### config.mk
export PLATFORM = sky130hd
export DESIGN_NAME = one_pulse_press_gen
export DESIGN_NICKNAME = d
export VERILOG_FILES = /design/src/rtl/one_pulse_press_gen_pkg.sv /design/src/rtl/one_pulse_press_gen_counter.sv /design/src/rtl/one_pulse_press_gen.sv
export SDC_FILE = /design/constraint.sdc
export NUM_CORES = 1
export LEC_CHECK = 0
export ABC_AREA = 1
export ABC_CLOCK_PERIOD_IN_PS = 5560
export BUFFER_PORTS_ARGS = -buffer_cell sky130_fd_sc_hd__buf_2
export CAP_MARGIN = 20
export CORE_MARGIN = 1.5
export CORE_UTILIZATION = 35
export CTS_CLUSTER_DIAMETER = 80
export DETAILED_ROUTE_END_ITERATION = 8
export SLEW_MARGIN = 30
export SYNTH_ARGS = -nofsm -noshare
export SYNTH_HDL_FRONTEND = slang
export SYNTH_HIERARCHICAL = 1
export SYNTH_SLANG_ARGS = --single-unit
### constraint.sdc
create_clock -name clk -period 5.56 [get_ports clk]
set_input_delay 0.556 -clock clk [delete_from_list [all_inputs] [get_ports clk]]
set_output_delay 0.556 -clock clk [all_outputs]
set_load 0.02 [all_outputs]
### src/rtl/one_pulse_press_gen_pkg.sv
// Shared types and constants for the button-press stimulus generator.
package one_pulse_press_gen_pkg;

    localparam int unsigned LEN_W          = 8;
    localparam int unsigned REP_W          = 4;
    localparam int unsigned BOUNCE_CYC_DEF = 4;

    typedef enum logic [2:0] {
        IDLE   = 3'd0,
        BOUNCE = 3'd1,
        PRESS  = 3'd2,
        GAP    = 3'd3,
        FIN    = 3'd4
    } state_t;

    // Operands captured when a sequence is accepted, already zero-corrected
    typedef struct packed {
        logic [LEN_W-1:0] press_len;
        logic [LEN_W-1:0] gap_len;
        logic             bounce_en;
    } seq_cfg_t;

    function automatic logic [LEN_W-1:0] eff_len(input logic [LEN_W-1:0] v);
        return (v == '0) ? LEN_W'(1) : v;
    endfunction

    function automatic logic [REP_W-1:0] eff_rep(input logic [REP_W-1:0] v);
        return (v == '0) ? REP_W'(1) : v;
    endfunction

endpackage

### src/rtl/one_pulse_press_gen_counter.sv
// Loadable down-counter timing each BOUNCE/PRESS/GAP phase; stops at zero.
module press_cycle_counter
    import one_pulse_press_gen_pkg::*;
(
    input  logic             clk,
    input  logic             rst_n,
    input  logic             load,
    input  logic [LEN_W-1:0] load_val,
    input  logic             dec,
    output logic [LEN_W-1:0] count,
    output logic             zero_c
);

    always_ff @(posedge clk or negedge rst_n) begin
        if (!rst_n) begin
            count <= '0;
        end else if (load) begin
            count <= load_val;
        end else if (dec && (count != '0)) begin
            count <= count - LEN_W'(1);
        end
    end

    assign zero_c = (count == '0);

endmodule

### src/rtl/one_pulse_press_gen.sv
// Generates a programmable sequence of button presses (optional chatter) on trig_out.
module one_pulse_press_gen
    import one_pulse_press_gen_pkg::*;
#(
    parameter int unsigned BOUNCE_CYC = BOUNCE_CYC_DEF
) (
    input  logic             clk,
    input  logic             rst_n,
    input  logic             start,
    input  logic [LEN_W-1:0] press_len,
    input  logic [LEN_W-1:0] gap_len,
    input  logic [REP_W-1:0] repeat_n,
    input  logic             bounce_en,
    output logic             trig_out,
    output logic             busy,
    output logic             done
);

    localparam logic [LEN_W-1:0] BOUNCE_LOAD = LEN_W'(BOUNCE_CYC - 1);

    state_t           state, state_nxt;
    seq_cfg_t         cfg_q;
    logic             cfg_ld_c;
    logic [REP_W-1:0] press_rem, press_rem_nxt;
    logic             cnt_load, cnt_dec, cnt_zero;
    logic [LEN_W-1:0] cnt_load_val, cnt;
    logic             trig_nxt, busy_nxt, done_nxt;

    press_cycle_counter u_cnt (
        .clk      (clk),
        .rst_n    (rst_n),
        .load     (cnt_load),
        .load_val (cnt_load_val),
        .dec      (cnt_dec),
        .count    (cnt),
        .zero_c   (cnt_zero)
    );

    always_ff @(posedge clk or negedge rst_n) begin
        if (!rst_n) begin
            state <= IDLE;
        end else begin
            state <= state_nxt;
        end
    end

    // Next state, counter control, and the output values for the coming cycle
    always_comb begin
        state_nxt     = state;
        cfg_ld_c      = 1'b0;
        press_rem_nxt = press_rem;
        cnt_load      = 1'b0;
        cnt_load_val  = '0;
        cnt_dec       = 1'b0;
        trig_nxt      = 1'b0;
        busy_nxt      = 1'b0;
        done_nxt      = 1'b0;

        case (state)
            IDLE: begin
                if (start) begin
                    cfg_ld_c      = 1'b1;
                    press_rem_nxt = eff_rep(repeat_n);
                    cnt_load      = 1'b1;
                    if (bounce_en) begin
                        state_nxt    = BOUNCE;
                        cnt_load_val = BOUNCE_LOAD;
                    end else begin
                        state_nxt    = PRESS;
                        cnt_load_val = eff_len(press_len) - LEN_W'(1);
                    end
                end
            end
            BOUNCE: begin
                if (cnt_zero) begin
                    state_nxt    = PRESS;
                    cnt_load     = 1'b1;
                    cnt_load_val = cfg_q.press_len - LEN_W'(1);
                end else begin
                    cnt_dec = 1'b1;
                end
            end
            PRESS: begin
                if (cnt_zero) begin
                    press_rem_nxt = press_rem - REP_W'(1);
                    if (press_rem == REP_W'(1)) begin
                        state_nxt = FIN;
                    end else begin
                        state_nxt    = GAP;
                        cnt_load     = 1'b1;
                        cnt_load_val = cfg_q.gap_len - LEN_W'(1);
                    end
                end else begin
                    cnt_dec = 1'b1;
                end
            end
            GAP: begin
                if (cnt_zero) begin
                    cnt_load = 1'b1;
                    if (cfg_q.bounce_en) begin
                        state_nxt    = BOUNCE;
                        cnt_load_val = BOUNCE_LOAD;
                    end else begin
                        state_nxt    = PRESS;
                        cnt_load_val = cfg_q.press_len - LEN_W'(1);
                    end
                end else begin
                    cnt_dec = 1'b1;
                end
            end
            FIN: begin
                state_nxt = IDLE;
            end
            default: begin
                state_nxt = IDLE;
            end
        endcase

        // Chatter starts high on entry and toggles every cycle
        case (state_nxt)
            BOUNCE:  trig_nxt = (state != BOUNCE) ? 1'b1 : ~trig_out;
            PRESS:   trig_nxt = 1'b1;
            default: trig_nxt = 1'b0;
        endcase
        busy_nxt = (state_nxt == BOUNCE) || (state_nxt == PRESS) || (state_nxt == GAP);
        done_nxt = (state_nxt == FIN);
    end

    always_ff @(posedge clk or negedge rst_n) begin
        if (!rst_n) begin
            cfg_q     <= '0;
            press_rem <= '0;
        end else begin
            press_rem <= press_rem_nxt;
            if (cfg_ld_c) begin
                cfg_q.press_len <= eff_len(press_len);
                cfg_q.gap_len   <= eff_len(gap_len);
                cfg_q.bounce_en <= bounce_en;
            end
        end
    end

    always_ff @(posedge clk or negedge rst_n) begin
        if (!rst_n) begin
            trig_out <= 1'b0;
            busy     <= 1'b0;
            done     <= 1'b0;
        end else begin
            trig_out <= trig_nxt;
            busy     <= busy_nxt;
            done     <= done_nxt;
        end
    end

endmodule

==> summary.md <==
| Metric | Value |
|---|---|
| Diode count | `0` |
| Die area | `0.00784 mm²` |
| Clock buffer depth | `2` |
| Syn_nets | `around 420` |
| PortBufs | `26` |
| Final hold violation count | `0` |
| Hold Path Class | `input pin to async pin` |
| RePlAce Congestion | `between 0.8 and 0.9` |
| First-pass iteration count of the detailed router | `4` |
| Status | `complete, no violations` |
| FF+latch count, synth | `35` |
| Post-Route WL | `just under 6000 µm` |
| Clk_skew | `between 6 and 7 ps` |
| Setup bufs post-CTS | `0` |
| Fmax | `between 0.3 and 0.4 GHz` |
| Vias in the first global route | `approximately 2300` |
| CTS buffer count | `5` |
| Rel. slew slack | `about 46%` |
| Worst setup EP type | `flip-flop` |
| Layout cells sized above 1 | `14.2%` |
| Peak supply drop | `~0.12 mV` |
| WS Path Type | `flip-flop to flip-flop` |
| DR vias | `approximately 2400` |
| WP data arrival | `2990 ps` |
| CP Max Fanout | `13` |
| Global-route wire length before repair | `around 10000 µm` |
| CP Data Required Time | `5730 ps` |
| Die Ht | `approximately 89 µm` |
| Final TNS setup | `0 ps` |
| Setup-failing EPs final | `0` |
| Total power draw | `approximately 0.49 mW` |
| Gr usage total | `between 10% and 20%` |
| NumNets Final | `between 400 and 500` |
| Most frequent cells in the layout | `nand2_1, inv_1, nand3_1, nor2_1, dfrtp_1` |
| Pwr/cell area | `around 170 mW/mm²` |
| Clk slew on worst S/H paths | `~70 ps` |
| IO Pins | `27` |
| Leak | `1.46 nW` |
| Antenna viol nets, final | `0` |
| Synth cell types | `32` |
| Initial antenna violation count | `0` |
| H-tree levels | `2` |
| Worst-Skew Late Latency | `~280 ps` |
| Mapped Avg Cell Area | `~6.6 µm²` |
| GRT overflow | `0` |
| Root buffer cell | `clkbuf_8` |
| Placed Cells | `503` |
| FP Rows | `30` |
| Vias/cell | `between 4 and 5` |
| Post-DP HPWL | `4500 µm` |
| Post-CTS resize count | `0` |
| RSZ-0062 raised after global routing | `no` |
| Yosys warnings | `6` |
| Non-Filler Instances | `a little over 500` |
| Largest net degree at the start of global routing | `36` |
| Synthesis-to-finish area growth | `12.3%` |
| FILL cells | `between 700 and 800` |
| Final period util | `approximately 50%` |
| Seq/Total Area, Yosys | `about a third` |
| Post-Synthesis Cells | `just under 400` |
| Core Area | `0.00694 mm²` |
| Residual DRC | `0` |
| Initial Util | `~37%` |
| Max-slew violations | `0` |
| Commonest non-fill, non-tap cell in the layout | `nand2_1` |
| Max-Cap Viols | `0` |
| CTS tree | `built` |
| Startpoint types | `flip-flop` |
| CTS Hold Bufs | `0` |
| Avg WL per Cell | `around 11 µm` |
| DRT iter0 DRCs | `108` |
| Minimum clock period | `around 2800 ps` |
| Chip Width | `88.5 µm` |
| Clock Sinks | `35` |
| Mapped Area | `0.00256 mm²` |
| Tightest Pin Transition | `804 ps` |
## synthesized netlist by cell type
cell type / n / share of area, %
a21oi_1: 5 / 0.98
buf_2: 1 / 0.20
buf_4: 2 / 0.59
buf_6: 1 / 0.44
clkbuf_1: 1 / 0.15
clkinv_2: 1 / 0.20
dfrtp_1: 35 / 34
ha_1: 7 / 3.4
inv_1: 57 / 8.4
inv_2: 4 / 0.59
inv_4: 1 / 0.24
nand2_1: 112 / 16
nand2_2: 4 / 0.98
nand2_4: 3 / 1.3
nand3_1: 47 / 9.2
nand3_2: 2 / 0.78
nand3_4: 1 / 0.68
nand3b_1: 1 / 0.29
nand4_1: 10 / 2.4
nor2_1: 37 / 5.4
nor2_2: 7 / 1.7
nor3_1: 4 / 0.78
o211ai_1: 4 / 1.2
o21a_1: 2 / 0.59
o21ai_0: 13 / 2.5
o21ai_1: 13 / 2.5
o21ai_4: 1 / 0.64
o21bai_1: 2 / 0.59
o221ai_1: 1 / 0.34
or2_2: 2 / 0.49
xnor2_1: 3 / 1.0
xor2_1: 2 / 0.68
## final timing paths
check,start,end,slack [ps],depth (start not counted)
worst max-delay path,u_cnt/count[0],u_cnt/count[3],2740,13
worst min-delay path,rst_n,press_rem[2],360,1
worst max register to register,u_cnt/count[0],u_cnt/count[3],2740,13
worst min register to register,cfg_q[10],cfg_q[10],510,2
max in group asynchronous,rst_n,cfg_q[8],4690,1
min in group clk,cfg_q[10],cfg_q[10],510,2
## power breakdown
group / total [mW] / internal (mW) / switching (mW)
logic: 0.0287 / 0.0101 / 0.0186
clock network: 0.205 / 0.113 / 0.0916
registers: 0.254 / 0.254 / 0
## stage by stage
stage	cell area (µm²)	utilization (%)	hold slack, ps	worst slack [ps]
2_1_floorplan	2560	-	260	3480
3_3_place_gp	2780	40.0	479	2910
3_5_place_dp	2780	40.0	500	2770
4_1_cts	2880	41.4	390	2760
5_1_grt	2880	41.4	437	2430
6_report	2880	41.4	357	2740
## sequential cells by signal, indices dropped and copies added, names as in the netlist
| name | cells |
|---|---|
| busy | 1 |
| u_cnt/count | 8 |
| trig_out | 1 |
| state | 3 |
| cfg_q | 17 |
| press_rem | 4 |
| done | 1 |
## critical path, stage by stage, from the launching register on
cell and delay (ps):
dfrtp_1 370, inv_1 170, ha_1 180, nand2_1 100
nor2_1 620, inv_2 140, nor2_2 210, nor2_1 70
nand2_1 280, inv_1 230, nand2_4 160, clkinv_2 70
nand2_1 60, nand2_1 40
## area by class of cell
type | instances | area (µm²) | share of cell area (%)
Clock buffer | 8 | 100 | 3.48
Inverter | 63 | 240 | 8.36
Multi-Input combinational cell | 283 | 1410 | 49.0
Sequential cell | 35 | 876 | 30.5
Tap cell | 96 | 120 | 4.18
Timing Repair Buffer | 26 | 130 | 4.53
## metal layers
layer,up-vias,routed length [µm],track usage (%)
li1,1282,-,-
met1,1087,2960,23.6
met2,34,2690,26.4
met3,4,156,3.08
met4,0,37,3.13
met5,-,0,0
## cells by family after synthesis
group	Yosys count	synth area share [%]
simple gates	230	40.5
buf+inv	68	10.8
compound gates	41	9.38
flops	35	34.2
fa+ha+maj	7	3.42
xor+xnor	5	1.71
Power figures use the tool's default switching activity.
